[src/rtl/proc_ctrl_fsm.sv]
// Control unit for the simple processor: fetches a word into IR, decodes it and
// sequences the register enables, bus mux select and adder mode one state per cycle.
module proc_ctrl_fsm #(
   parameter int IR_W  = 16,
   parameter int SEL_W = 4
) (
   input  logic             clk,
   input  logic             reset,
   input  logic             run,
   input  logic [IR_W-1:0]  IR_out,
   output logic             IR_in,
   output logic             pc_inc,
   output logic [7:0]       RX_in,
   output logic             A_in,
   output logic             G_in,
   output logic [SEL_W-1:0] sel,
   output logic             add_sub_ctrl,
   output logic             done,
   output logic             busy
);

   typedef enum logic [3:0] {
      S_IDLE, S_FETCH, S_DECODE, S_MV, S_IMM_FETCH,
      S_IMM_WR, S_ADD_A, S_ADD_G, S_ADD_W, S_NOP
   } state_t;

   localparam logic [2:0]       OP_MV  = 3'b000;
   localparam logic [2:0]       OP_MVI = 3'b001;
   localparam logic [2:0]       OP_ADD = 3'b010;
   localparam logic [2:0]       OP_SUB = 3'b011;
   localparam logic [SEL_W-1:0] SEL_IR = SEL_W'(8);
   localparam logic [SEL_W-1:0] SEL_G  = SEL_W'(9);

   state_t     state;
   logic [2:0] op, x, y;

   logic [2:0] ir_op, ir_x, ir_y;
   logic       unused_ir_lsbs;

   assign ir_op          = IR_out[IR_W-1 -: 3];
   assign ir_x           = IR_out[IR_W-4 -: 3];
   assign ir_y           = IR_out[IR_W-7 -: 3];
   assign unused_ir_lsbs = ^IR_out[IR_W-10:0];

   function automatic logic [7:0] reg_onehot(input logic [2:0] idx);
      return 8'd1 << idx;
   endfunction

   // Outputs are registered together with the state, so each branch loads the
   // outputs that belong to the state being entered.
   always_ff @(posedge clk) begin
      if (reset) begin
         state        <= S_IDLE;
         op           <= '0;
         x            <= '0;
         y            <= '0;
         IR_in        <= 1'b0;
         pc_inc       <= 1'b0;
         RX_in        <= '0;
         A_in         <= 1'b0;
         G_in         <= 1'b0;
         sel          <= '0;
         add_sub_ctrl <= 1'b0;
         done         <= 1'b0;
         busy         <= 1'b0;
      end else begin
         // NOTE: non-blocking defaults first; a later assignment in the same
         // cycle wins, so every state only lists the outputs it raises.
         IR_in        <= 1'b0;
         pc_inc       <= 1'b0;
         RX_in        <= '0;
         A_in         <= 1'b0;
         G_in         <= 1'b0;
         sel          <= '0;
         add_sub_ctrl <= 1'b0;
         done         <= 1'b0;
         busy         <= 1'b1;

         case (state)
            S_IDLE: begin
               if (run) begin
                  state  <= S_FETCH;
                  IR_in  <= 1'b1;
                  pc_inc <= 1'b1;
               end else begin
                  busy <= 1'b0;
               end
            end

            S_FETCH: state <= S_DECODE;

            // IR is stable here; fields are latched because mvi overwrites IR.
            S_DECODE: begin
               op <= ir_op;
               x  <= ir_x;
               y  <= ir_y;
               case (ir_op)
                  OP_MV: begin
                     state <= S_MV;
                     sel   <= SEL_W'(ir_y);
                     RX_in <= reg_onehot(ir_x);
                     done  <= 1'b1;
                  end
                  OP_MVI: begin
                     state  <= S_IMM_FETCH;
                     IR_in  <= 1'b1;
                     pc_inc <= 1'b1;
                  end
                  OP_ADD, OP_SUB: begin
                     state <= S_ADD_A;
                     sel   <= SEL_W'(ir_x);
                     A_in  <= 1'b1;
                  end
                  default: begin
                     state <= S_NOP;
                     done  <= 1'b1;
                  end
               endcase
            end

            S_IMM_FETCH: begin
               state <= S_IMM_WR;
               sel   <= SEL_IR;
               RX_in <= reg_onehot(x);
               done  <= 1'b1;
            end

            S_ADD_A: begin
               state        <= S_ADD_G;
               sel          <= SEL_W'(y);
               G_in         <= 1'b1;
               add_sub_ctrl <= (op == OP_SUB);
            end

            // Adder mode is held through the write-back cycle.
            S_ADD_G: begin
               state        <= S_ADD_W;
               sel          <= SEL_G;
               RX_in        <= reg_onehot(x);
               add_sub_ctrl <= add_sub_ctrl;
               done         <= 1'b1;
            end

            S_MV, S_IMM_WR, S_ADD_W, S_NOP: begin
               if (run) begin
                  state  <= S_FETCH;
                  IR_in  <= 1'b1;
                  pc_inc <= 1'b1;
               end else begin
                  state <= S_IDLE;
                  busy  <= 1'b0;
               end
            end

            default: begin
               state <= S_IDLE;
               busy  <= 1'b0;
            end
         endcase
      end
   end

endmodule

[config.mk]
export PLATFORM = sky130hd
export DESIGN_NAME = proc_ctrl_fsm
export DESIGN_NICKNAME = d
export VERILOG_FILES = /design/src/rtl/proc_ctrl_fsm.sv
export SDC_FILE = /design/constraint.sdc
export NUM_CORES = 1
export LEC_CHECK = 0
export ABC_AREA = 1
export BUFFER_PORTS_ARGS = -buffer_cell sky130_fd_sc_hd__buf_2
export CAP_MARGIN = 10
export CORE_ASPECT_RATIO = 1.4
export CORE_MARGIN = 2
export CORE_UTILIZATION = 45
export CTS_BUF_LIST = sky130_fd_sc_hd__clkbuf_8
export DETAILED_ROUTE_END_ITERATION = 6
export PLACE_DENSITY_LB_ADDON = 0.1
export SYNTH_ARGS = -nofsm -noshare
export SYNTH_HDL_FRONTEND = slang
export SYNTH_SLANG_ARGS = --single-unit
[constraint.sdc]
create_clock -name clk -period 3.5 [get_ports clk]
set_clock_uncertainty 0.15 [all_clocks]
set_input_delay 0.35 -clock clk [delete_from_list [all_inputs] [get_ports clk]]
set_output_delay 0.35 -clock clk [all_outputs]
set_load 0.05 [all_outputs]
* Word-level counts from Yosys, hierarchy flattened
Index checks and enable logic that the tools add are counted.
** Storage, ports and cells
- Register bits after elaboration :: 31
- Bits in latches :: 0
- Bits in writable memories :: 0
- Memory bits (read-only) :: 0
- Bits of input ports :: 19
- Output and inout port bits :: 19
- Word-level logic and storage cells :: 55
- Memories :: 0
** Operators by class
- Add/sub/neg operators :: 0
- Multipliers :: 0
- Divide/modulo/power cells :: 0
- Order comparisons :: 0
- Equal/unequal tests :: 14
- Shift-type cells :: 2
- Muxes and demuxes :: 17
- Bitwise logic cells :: 1
- Reductions and logical operators :: 9
** Operators by type and width (count)
- 4-bit one-hot mux with 7 select lines :: 1
- 4-bit by 3-bit == test with 1-bit output (second input constant) :: 4
- 4-bit one-hot mux with 4 select lines :: 1
- 8-bit one-hot mux with 2 select lines :: 1
- 1-bit by 3-bit left shift with 8-bit output (first input constant) :: 2
- 4-bit one-hot mux with 3 select lines :: 1
- 5-bit OR reduction :: 2
- 3-bit by 2-bit == test with 1-bit output (second input constant) :: 3
- 4-bit by 2-bit == test with 1-bit output (second input constant) :: 2
- 4-bit == test (second input constant) :: 2
- 8-bit two-way mux :: 1
- 1-bit one-hot mux with 2 select lines :: 4
- 1-bit two-way mux :: 6
- 3-bit one-hot mux with 2 select lines :: 1
- 2-bit OR reduction :: 3
- 4-bit by 1-bit == test with 1-bit output (second input constant) :: 1
- 4-bit logical NOT :: 1
- 4-bit two-way mux :: 1
- 4-bit OR reduction :: 1
- 3-bit by 1-bit == test with 1-bit output (second input constant) :: 1
- 3-bit logical NOT :: 1
- 3-bit OR reduction :: 1
- 2-bit != test (second input constant) :: 1
- 1-bit NOT :: 1

* Depth between registers and ports, before layout
Gate-level depths: netlist (run 1).
- Depth after elaboration :: 4
- Gate-level depth with buffers :: 9
- Mapped depth without buffers :: 8

* Worst setup path before layout (run 1)
No wires, ideal clock.
- Path type :: register -> output
- Start point :: reg pc_inc
- End point :: out pc_inc
- Arrival time :: 0.894 ns
- Data required time :: 3.000 ns
- Slack :: 2.106 ns
- Stages on the path, launching flop included :: 2
- Buffers on the path :: 1
- Cell sequence :: dfxtp_1 buf_4
** RTL lines
- start, declared :: line 12 : output logic pc_inc,
- start signal, assigned :: line 58 : pc_inc <= 1'b0;
- start signal, assigned :: line 70 : pc_inc <= 1'b0;
- start signal, assigned :: line 84 : pc_inc <= 1'b1;
No word-level cell between the ends.

* Worst setup path after layout (run 1)
- Start point :: reg state[1]
- End point :: reg RX_in[2]
** Between the ends
- Cells in the longest elaborated chain, start to end :: 3
- Elaborated cells on any way between the ends :: 5
- Those cells by class :: eq/ne: 3; mux: 1; reduce/logical: 1
** RTL lines
- start, declared :: line 34 : state_t state;
- start signal, assigned :: line 53 : state <= S_IDLE;
- start signal, assigned :: line 82 : state <= S_FETCH;
- start signal, assigned :: line 90 : S_FETCH: state <= S_DECODE;
- 4-bit by 3-bit == test with 1-bit output :: line 79 : case (state)
- 2-bit OR reduction (no source line)
- 8-bit one-hot mux with 2 select lines (*) :: line 79
- end signal, assigned :: line 101 : RX_in <= reg_onehot(ir_x);
- end signal, assigned :: line 124 : RX_in <= reg_onehot(x);
- end signal, assigned :: line 139 : RX_in <= reg_onehot(x);
- end, declared :: line 13 : output logic [7:0] RX_in,
Every way passes the cells marked *; elsewhere a longest branch is shown, timed or not.
A chain may end at the register's enable or synchronous reset.

==> run_results.csv, run 1 <==
group,metric,value,unit
clock_tree,post_cts_buffers,0,
grt,antenna_found_initial,0,
final_layout,nNetsFinal,235,
pwr,power_frac_clock,0.407,
clock_tree,holdBufCountCts,0,
sta,rsz0062_at_grt,"no",
pwr,powerDensity,525,mW/mm2
sta,final_hold_viol_count,0,
setup_path,crit_type,"reg -> reg",
min_path,min_from,"IR_out[9]",
pwr,power.switching,0.247,mW
logic_synthesis,synthesis.area,0.00143,mm2
detailed_routing,drt-initial-drc-count,21,
logic_synthesis,ys_warn_count,0,
final_layout,diodes,0,
setup_path,worstSetupStartpoint,"state[1]",
die,row_count,24,
sta,fin_tns_setup,0,ps
die,fp.dieArea,0.00364,mm2
sta,slew_headroom,0.674,
die,ios,38,
detailed_routing,route.detailed.drc,0,
setup_path,required,3560,ps
grt,grt_pass1_wl,5100,um
logic_synthesis,syn_nets,204,
pwr,power.share.sequential,0.435,
die,die_w,51.6,um
place,dpl.cell_count,248,
sta,holdWs,189,ps
clock_tree,clk_latency,290,ps
final_layout,areaGrowthSynthToFinish,18.8,%
grt,grt_max_degree,25,
sta,clock.fmax,587,MHz
final_layout,fillCellCount,318,
setup_path,cp-start-kind,"flop",
grt,overflow,0,
outcome,status,"completed",
grt,grt_pass1_vias,1221,
detailed_routing,vias_per_cell,5.09,
place,place_area,0.00158,mm2
die,start_util,0.465,
final_layout,final_cell_area,0.00169,mm2
final_layout,drive_above_1_share,0.267,
clock_tree,htreeDepth,2,
clock_tree,ctsRootBufferMaster,"clkbuf_8",
logic_synthesis,ys_ff_latch,31,
clock_tree,clock-sinks,31,
place,gp_congestion,0.902,
clock_tree,cts_buffer_depth,2,
grt,grt.total_usage,0.186,
clock_tree,cts_made_buffers,5,
clock_tree,clkTransAtPathRegs,60,ps
job,cap_violations,0,
detailed_routing,wl_per_cell,12.0,um
sta,post-route-min-period,1700,ps
pwr,netSwitchingFraction,0.278,
pwr,vdd_ir_drop_max,0.323,mV
final_layout,post_layout_nonfiller_instances,256,
detailed_routing,wl,3070,um
sta,setup_viol,0,
die,fp.dieH,70.6,um
place,hpwlAfterDp,2320,um
sta,finalMaxSlewViolations,0,
setup_path,crit_arrival,1760,ps
detailed_routing,route.vias.total,1302,
logic_synthesis,synth-seq-area-share,0.435,
setup_path,r2r-start,"state[1]",
pwr,p_int,0.642,mW
detailed_routing,ant_nets,0,
min_path,min-delay-path-class,"in -> reg",
sta,worst_pin_slew,489,ps
place,port_buffers,30,
detailed_routing,firstDrtPassIters,4,
die,core,0.00306,mm2
logic_synthesis,syn_inst,185,
clock_tree,cts_tree,"done",
clock_tree,cts.repair.resized,0,
logic_synthesis,syn_area_per_cell,7.70,um2
setup_path,end_kind,"flop",
setup_path,crit_path_max_fanout,21,
pwr,power,0.889,mW
pwr,combPwrFrac,0.158,
logic_synthesis,yosysUniqueCellTypes,23,
sta,finalCritPeriodShare,0.487,
pwr,leakage,0.774,nW
-- routing by layer --
layer	routed length, um	global-route usage
met5	0	0
met3	135	0.0401
met1	1310	0.200
met4	96	0.120
met2	1530	0.318
-- power by group through the flow --
| stage | registers [mW] | clock network [mW] | logic [mW] |
|---|---|---|---|
| 2_1_floorplan | 0.411 | 0 | 0.0975 |
| 3_3_place_gp | 0.393 | 0 | 0.139 |
| 3_5_place_dp | 0.394 | 0 | 0.140 |
| 4_1_cts | 0.386 | 0.370 | 0.141 |
| 5_1_grt | 0.389 | 0.382 | 0.156 |
| 6_report | 0.387 | 0.362 | 0.140 |
-- cells by family (layout without fill, tap and decap cells) --
kind of cell,count (synthesis),after routing,share of synthesized area
AO/OA/AOI/OAI,38,38,0.165
buffers and inverters,33,65,0.105
flip-flops,31,31,0.435
AND/OR/NAND/NOR,83,83,0.294
-- cell type report --
type                    instances  area [um2]  share of cell area
inverters                      27         101              0.0599
repair buffers                 30         150              0.0887
multi-input cells             121         654               0.387
clock inverters                 2        35.0              0.0207
clock buffers                   6        82.6              0.0488
well taps                      39        48.8              0.0288
flip-flops and latches         31         621               0.367
-- critical path, cell delays in order (launching register included) --
cell and delay [ps]:
dfxtp_1 430, inv_2 100, nor2_4 110, nand2_2 170, inv_2 350, nand4_1 130, a21oi_1 190
-- cells in the final DEF, fill, tap and decap left out --
cell,instances
nand2_1,32
dfxtp_1,31
buf_2,30
inv_1,23
a21oi_1,22
nor2_1,21
nand3_1,12
nand4_1,7
nor2_4,6
clkbuf_8,6
o21ai_0,5
inv_2,4
a211oi_2,4
o22ai_1,3
nand2_2,2
o21a_1,1
nor2_2,1
nand4_2,1
nand3_4,1
a21oi_2,1
o211a_1,1
o21ai_1,1
clkinv_2,1
bufinv_16,1
-- stage by stage --
| step | setup WS, ps | utilization |
|---|---|---|
| after floorplan | 2110 | - |
| after global placement | 1860 | 0.514 |
| after CTS | 1810 | 0.553 |
| after detailed placement | 1830 | 0.514 |
| after global routing | 1650 | 0.553 |
| final | 1800 | 0.553 |
-- sequential cells by signal (all words and copies together), names as in the netlist --
name	count
G_in	1
done	1
busy	1
RX_in	8
y	3
sel	4
state	4
x	3
A_in	1
op	3
pc_inc	1
add_sub_ctrl	1
-- synth_stat cells --
library cell	instances	area, um2
buf_6	3	33.8
clkbuf_1	2	7.51
o211a_1	1	10.0
o21ai_1	1	5.00
o21ai_0	5	25.0
o22ai_1	3	18.8
a211oi_2	4	50.1
inv_2	4	15.0
dfxtp_1	31	621
o21a_1	1	7.51
a21oi_2	1	8.76
nand4_2	1	12.5
nand2_1	32	120
inv_1	23	86.3
buf_4	1	7.51
nor2_1	21	78.8
a21oi_1	22	110
nand2_2	2	12.5
nor2_2	1	6.26
nor2_4	6	67.6
nand3_1	12	60.1
nand3_4	1	17.5
nand4_1	7	43.8
-- worst paths after layout --
check / to / slack (ps) / cells after the start
worst max-delay path: RX_in[2] / 1800 / 6
worst max register to register: RX_in[2] / 1800 / 6
worst min-delay path: y[2] / 190 / 3
worst min register to register: op[2] / 320 / 2
Power figures use the tool's default switching activity.
==> run 2: changes to the inputs <==
==> constraint.sdc (replaced) <==
create_clock -name clk -period 1.5 [get_ports clk]
set_clock_uncertainty 0.15 [all_clocks]
set_input_delay 0.15 -clock clk [delete_from_list [all_inputs] [get_ports clk]]
set_output_delay 0.15 -clock clk [all_outputs]
set_load 0.05 [all_outputs]
==> run_results.csv, run 2 (synthesis gave the netlist of run 1 again) <==
group,metric,value,unit
setup_path,required,1550,ps
die,row_count,24,
setup_path,cp-start-kind,"flop",
setup_path,crit_slowest_cell,"dfxtp_1",
die,fp.dieH,70.6,um
sta,finalCritPeriodShare,0.940,
sta,rsz0062_at_grt,"no",
clock_tree,clk_latency,280,ps
setup_path,cp.depth,6,
detailed_routing,wl,3080,um
pwr,powerDensity,1190,mW/mm2
final_layout,largest_register_ffs,8,
min_path,whs_path_depth,3,
detailed_routing,vias_per_cell,5.03,
clock_tree,post_cts_buffers,0,
sta,clock.fmax,709,MHz
detailed_routing,ant_nets,0,
final_layout,top_register,"RX_in",
setup_path,crit_type,"reg -> reg",
grt,overflow,0,
sta,fin_tns_setup,0,ps
final_layout,nNetsFinal,241,
final_layout,layout_commonest_cell,"nand2_1",
clock_tree,clock-sinks,31,
setup_path,max_stage_delay,430,ps
detailed_routing,wl_per_cell,11.8,um
clock_tree,cts_tree,"done",
sta,finalMaxSlewViolations,0,
sta,post-route-min-period,1410,ps
grt,grt.total_usage,0.187,
pwr,combPwrFrac,0.168,
pwr,power.share.sequential,0.433,
detailed_routing,route.vias.total,1318,
sta,final_hold_viol_count,0,
setup_path,crit_arrival,1460,ps
clock_tree,htreeDepth,2,
pwr,power.switching,0.569,mW
final_layout,areaGrowthSynthToFinish,22.7,%
setup_path,crit_path_max_fanout,5,
die,die_w,51.6,um
die,fp.dieArea,0.00364,mm2
pwr,p_int,1.51,mW
job,cap_violations,0,
place,port_buffers,30,
clock_tree,ctsRootBufferMaster,"clkbuf_8",
setup_path,end_kind,"flop",
pwr,power_frac_clock,0.399,
setup_path,worstPathCellList,"inv_1 > nand2_2 > nand3_4 > nor2_4 > nand2_1 > a21oi_1",
setup_path,cp_top_family,"simple AND/OR/NAND/NOR gates",
pwr,power,2.08,mW
pwr,leakage,0.803,nW
setup_path,crit_buf_inv,1,
final_layout,diodes,0,
setup_path,reg2reg_depth,6,
grt,grt_pass1_vias,1261,
grt,grt_pass1_wl,5130,um
detailed_routing,drt-initial-drc-count,35,
sta,slew_headroom,0.821,
sta,setup_viol,0,
final_layout,largest_registers,"RX_in (8), sel (4), state (4)",
pwr,netSwitchingFraction,0.273,
place,gp_congestion,0.968,
detailed_routing,route.detailed.drc,0,
clock_tree,cts_made_buffers,5,
sta,worst_pin_slew,266,ps
clock_tree,cts_buffer_depth,2,
clock_tree,clkTransAtPathRegs,70,ps
pwr,vdd_ir_drop_max,0.954,mV
min_path,min-delay-path-class,"in -> reg",
die,core,0.00306,mm2
die,ios,38,
die,start_util,0.465,
outcome,status,"completed",
place,hpwlAfterDp,2380,um
final_layout,drive_above_1_share,0.291,
grt,antenna_found_initial,0,
detailed_routing,firstDrtPassIters,4,
grt,grt_max_degree,17,
final_layout,layout_common_cells,"nand2_1, dfxtp_1, buf_2, inv_1, a21oi_1",
==> run 2: layout make-up <==
cell class	count	area [um2]
Multi-Input combinational cell	121	662
Inverter	27	101
Fill cell	306	1310
Timing Repair Buffer	36	198
Clock inverter	2	35.0
Sequential cell	31	622
Tap cell	39	48.8
Clock buffer	6	82.6
==> run 2: repair_timing <==
item	in CTS	in global routing
hold buffers	1	0
hold endpoints to repair	1	0
resized for setup	0	3
setup endpoints to repair	0	8
==> run 2: power by group through the flow <==
stage | combinational (mW) | clock (mW) | sequential, mW
final | 0.350 | 0.831 | 0.902
after floorplan | 0.228 | 0 | 0.958
after detailed placement | 0.345 | 0 | 0.919
after global routing | 0.389 | 0.885 | 0.907
after global placement | 0.343 | 0 | 0.917
after CTS | 0.348 | 0.856 | 0.901
==> run 2: path summary, 6_finish.rpt <==
| kind | start | to | slack, ps |
|---|---|---|---|
| max | state[0] | RX_in[2] | 90 |
| min | IR_out[9] | y[2] | 10 |
| max reg2reg | state[0] | RX_in[2] | 90 |
| min reg2reg | add_sub_ctrl | add_sub_ctrl | 320 |
==> run 2: metal layers <==
layer	part of all wire	vias up	wire [um]	global-route usage
met1	0.41	601	1260	0.195
li1	-	673	-	-
met5	0	-	0	0
met3	0.049	8	152	0.0570
met2	0.52	36	1600	0.332
met4	0.020	0	63	0.0848
==> run 2: worst min-delay path, delay by kind of cell <==
kind            cells  cell delay [ps]
compound gates      1               70
buf+inv             2              180
==> run 2: through the flow <==
| step | utilization | setup slack [ps] | std cells | hold slack, ps | area, um2 |
|---|---|---|---|---|---|
| after global placement | 0.527 | 115 | 253 | 289 | 1610 |
| after detailed placement | 0.527 | 109 | 253 | 299 | 1610 |
| after CTS | 0.568 | 95.5 | 262 | 4.60 | 1740 |
| after global routing | 0.571 | 26.0 | 262 | 26.3 | 1750 |
| final | 0.571 | 89.9 | 262 | 12.9 | 1750 |
| after floorplan | - | 251 | 185 | 73.0 | 1430 |
==> run 3: changes to the inputs <==
--- a/config.mk
+++ b/config.mk
@@ -13,6 +13,7 @@
 export CORE_UTILIZATION = 45
 export CTS_BUF_LIST = sky130_fd_sc_hd__clkbuf_8
 export DETAILED_ROUTE_END_ITERATION = 6
+export HOLD_SLACK_MARGIN = 0.05
 export PLACE_DENSITY_LB_ADDON = 0.1
 export SYNTH_ARGS = -nofsm -noshare
 export SYNTH_HDL_FRONTEND = slang
==> run_results.csv, run 3 (synthesis gave the netlist of run 1 again) <==
group,metric,value,unit
outcome,status,"completed",
die,ios,38,
clock_tree,cts_tree,"done",
final_layout,largest_register_ffs,8,
final_layout,fillCellCount,296,
setup_path,r2r_end,"RX_in[2]",
sta,rsz0062_at_grt,"no",
grt,grt_pass1_vias,1281,
final_layout,largest_registers,"RX_in (8), sel (4), state (4)",
pwr,p_int,1.53,mW
final_layout,layout_commonest_cell,"nand2_1",
min_path,whs_path_depth,4,
pwr,leakage,0.832,nW
setup_path,end_kind,"flop",
pwr,netSwitchingFraction,0.273,
die,start_util,0.465,
clock_tree,ctsRootBufferMaster,"clkbuf_8",
pwr,power.switching,0.572,mW
final_layout,areaGrowthSynthToFinish,27.7,%
sta,post-route-min-period,1420,ps
setup_path,worstSetupStartpoint,"state[0]",
detailed_routing,wl,3140,um
detailed_routing,firstDrtPassIters,4,
min_path,min_to,"pc_inc",
setup_path,crit_type,"reg -> reg",
place,port_buffers,30,
clock_tree,cts_made_buffers,5,
sta,finalMaxSlewViolations,0,
sta,slew_headroom,0.821,
sta,finalCritPeriodShare,0.948,
min_path,min_from,"IR_out[15]",
grt,grt_max_degree,17,
final_layout,final_cell_area,0.00182,mm2
min_path,min-delay-path-class,"in -> reg",
detailed_routing,drt-initial-drc-count,31,
pwr,vdd_ir_drop_max,0.954,mV
die,core,0.00306,mm2
pwr,power_frac_clock,0.397,
final_layout,layout_common_cells,"nand2_1, dfxtp_1, buf_2, inv_1, a21oi_1",
final_layout,top_register,"RX_in",
final_layout,diodes,0,
grt,overflow,0,
sta,fin_tns_setup,0,ps
detailed_routing,route.detailed.drc,0,
sta,clock.fmax,703,MHz
clock_tree,cts_buffer_depth,2,
detailed_routing,ant_nets,0,
setup_path,required,1550,ps
pwr,powerDensity,1150,mW/mm2
sta,worst_pin_slew,266,ps
clock_tree,clk_latency,280,ps
clock_tree,htreeDepth,2,
die,row_count,24,
place,dpl.cell_count,253,
setup_path,r2r-start,"state[0]",
final_layout,fin_util,0.594,
setup_path,crit_arrival,1470,ps
die,fp.dieH,70.6,um
detailed_routing,route.vias.total,1350,
place,place_area,0.00161,mm2
detailed_routing,vias_per_cell,5.02,
sta,final_hold_viol_count,0,
place,hpwlAfterDp,2380,um
pwr,power,2.10,mW
pwr,combPwrFrac,0.173,
die,die_w,51.6,um
detailed_routing,wl_per_cell,11.7,um
clock_tree,clkTransAtPathRegs,70,ps
setup_path,crit_path_max_fanout,5,
setup_path,reg2reg_depth,6,
setup_path,reg2reg_slack,80,ps
clock_tree,post_cts_buffers,0,
setup_path,cp-start-kind,"flop",
grt,grt_pass1_wl,5220,um
grt,grt.total_usage,0.189,
pwr,power.share.sequential,0.430,
place,gp_congestion,0.968,
job,cap_violations,0,
final_layout,post_layout_nonfiller_instances,269,
final_layout,drive_above_1_share,0.283,
die,fp.dieArea,0.00364,mm2
clock_tree,clock-sinks,31,
grt,antenna_found_initial,0,
sta,setup_viol,0,
final_layout,nNetsFinal,248,
==> run 3: changes by cell type in the layout (fill, tap and decap cells not counted), sizes merged <==
cell         delta
dlygate4sd3     +7
==> run 3: critical path: stages (launching register included) <==
cell and delay, ps:
dfxtp_1 430, inv_1 110, nand2_2 120, nand3_4 120, nor2_4 140, nand2_1 80
a21oi_1 190
==> run 3: layout make-up <==
| cell class | count | area [um2] | share of cell area |
|---|---|---|---|
| clock buffer | 6 | 82.6 | 0.0454 |
| clock inverter | 2 | 35.0 | 0.0193 |
| inverter | 27 | 101 | 0.0557 |
| multi-input combinational | 121 | 662 | 0.364 |
| sequential | 31 | 622 | 0.342 |
| tap | 39 | 48.8 | 0.0268 |
| timing repair buffer | 43 | 268 | 0.147 |
==> run 3: per-layer routing <==
| metal | global-route usage | up-vias | routed length (um) |
|---|---|---|---|
| li1 | - | 687 | - |
| met1 | 0.198 | 616 | 1260 |
| met2 | 0.336 | 39 | 1640 |
| met3 | 0.0570 | 8 | 171 |
| met4 | 0.0848 | 0 | 63 |
| met5 | 0 | - | 0 |
==> run 3: power by group through the flow <==
stage | Combinational [mW] | Clock (mW) | Sequential (mW)
2_1_floorplan | 0.228 | 0 | 0.958
3_3_place_gp | 0.343 | 0 | 0.917
5_1_grt | 0.404 | 0.885 | 0.908
4_1_cts | 0.362 | 0.856 | 0.901
6_report | 0.364 | 0.832 | 0.902
3_5_place_dp | 0.345 | 0 | 0.919
==> run 3: worst max-delay path by stage <==
stage              endpoint  slack [ps]  depth (start not counted)
6_report           RX_in[2]          80                          6
3_5_place_dp           y[0]         110                          7
3_3_place_gp       RX_in[2]         110                          6
2_1_floorplan          busy         250                          8
5_1_grt            RX_in[2]          30                          6
4_1_cts        add_sub_ctrl         100                          6
==> run 3: timing repair <==
item,in CTS,in global routing
setup endpoints to repair,0,8
hold buffers,8,0
resized for setup,0,3
endpoints found under the hold margin,12,0
==> run 3: metrics by stage <==
| stage | setup slack (ps) | hold slack [ps] |
|---|---|---|
| floorplan | 251 | 73.0 |
| global placement | 115 | 289 |
| detailed placement | 109 | 299 |
| CTS | 95.5 | 70.1 |
| global route | 26.0 | 98.2 |
| finish | 77.6 | 78.8 |
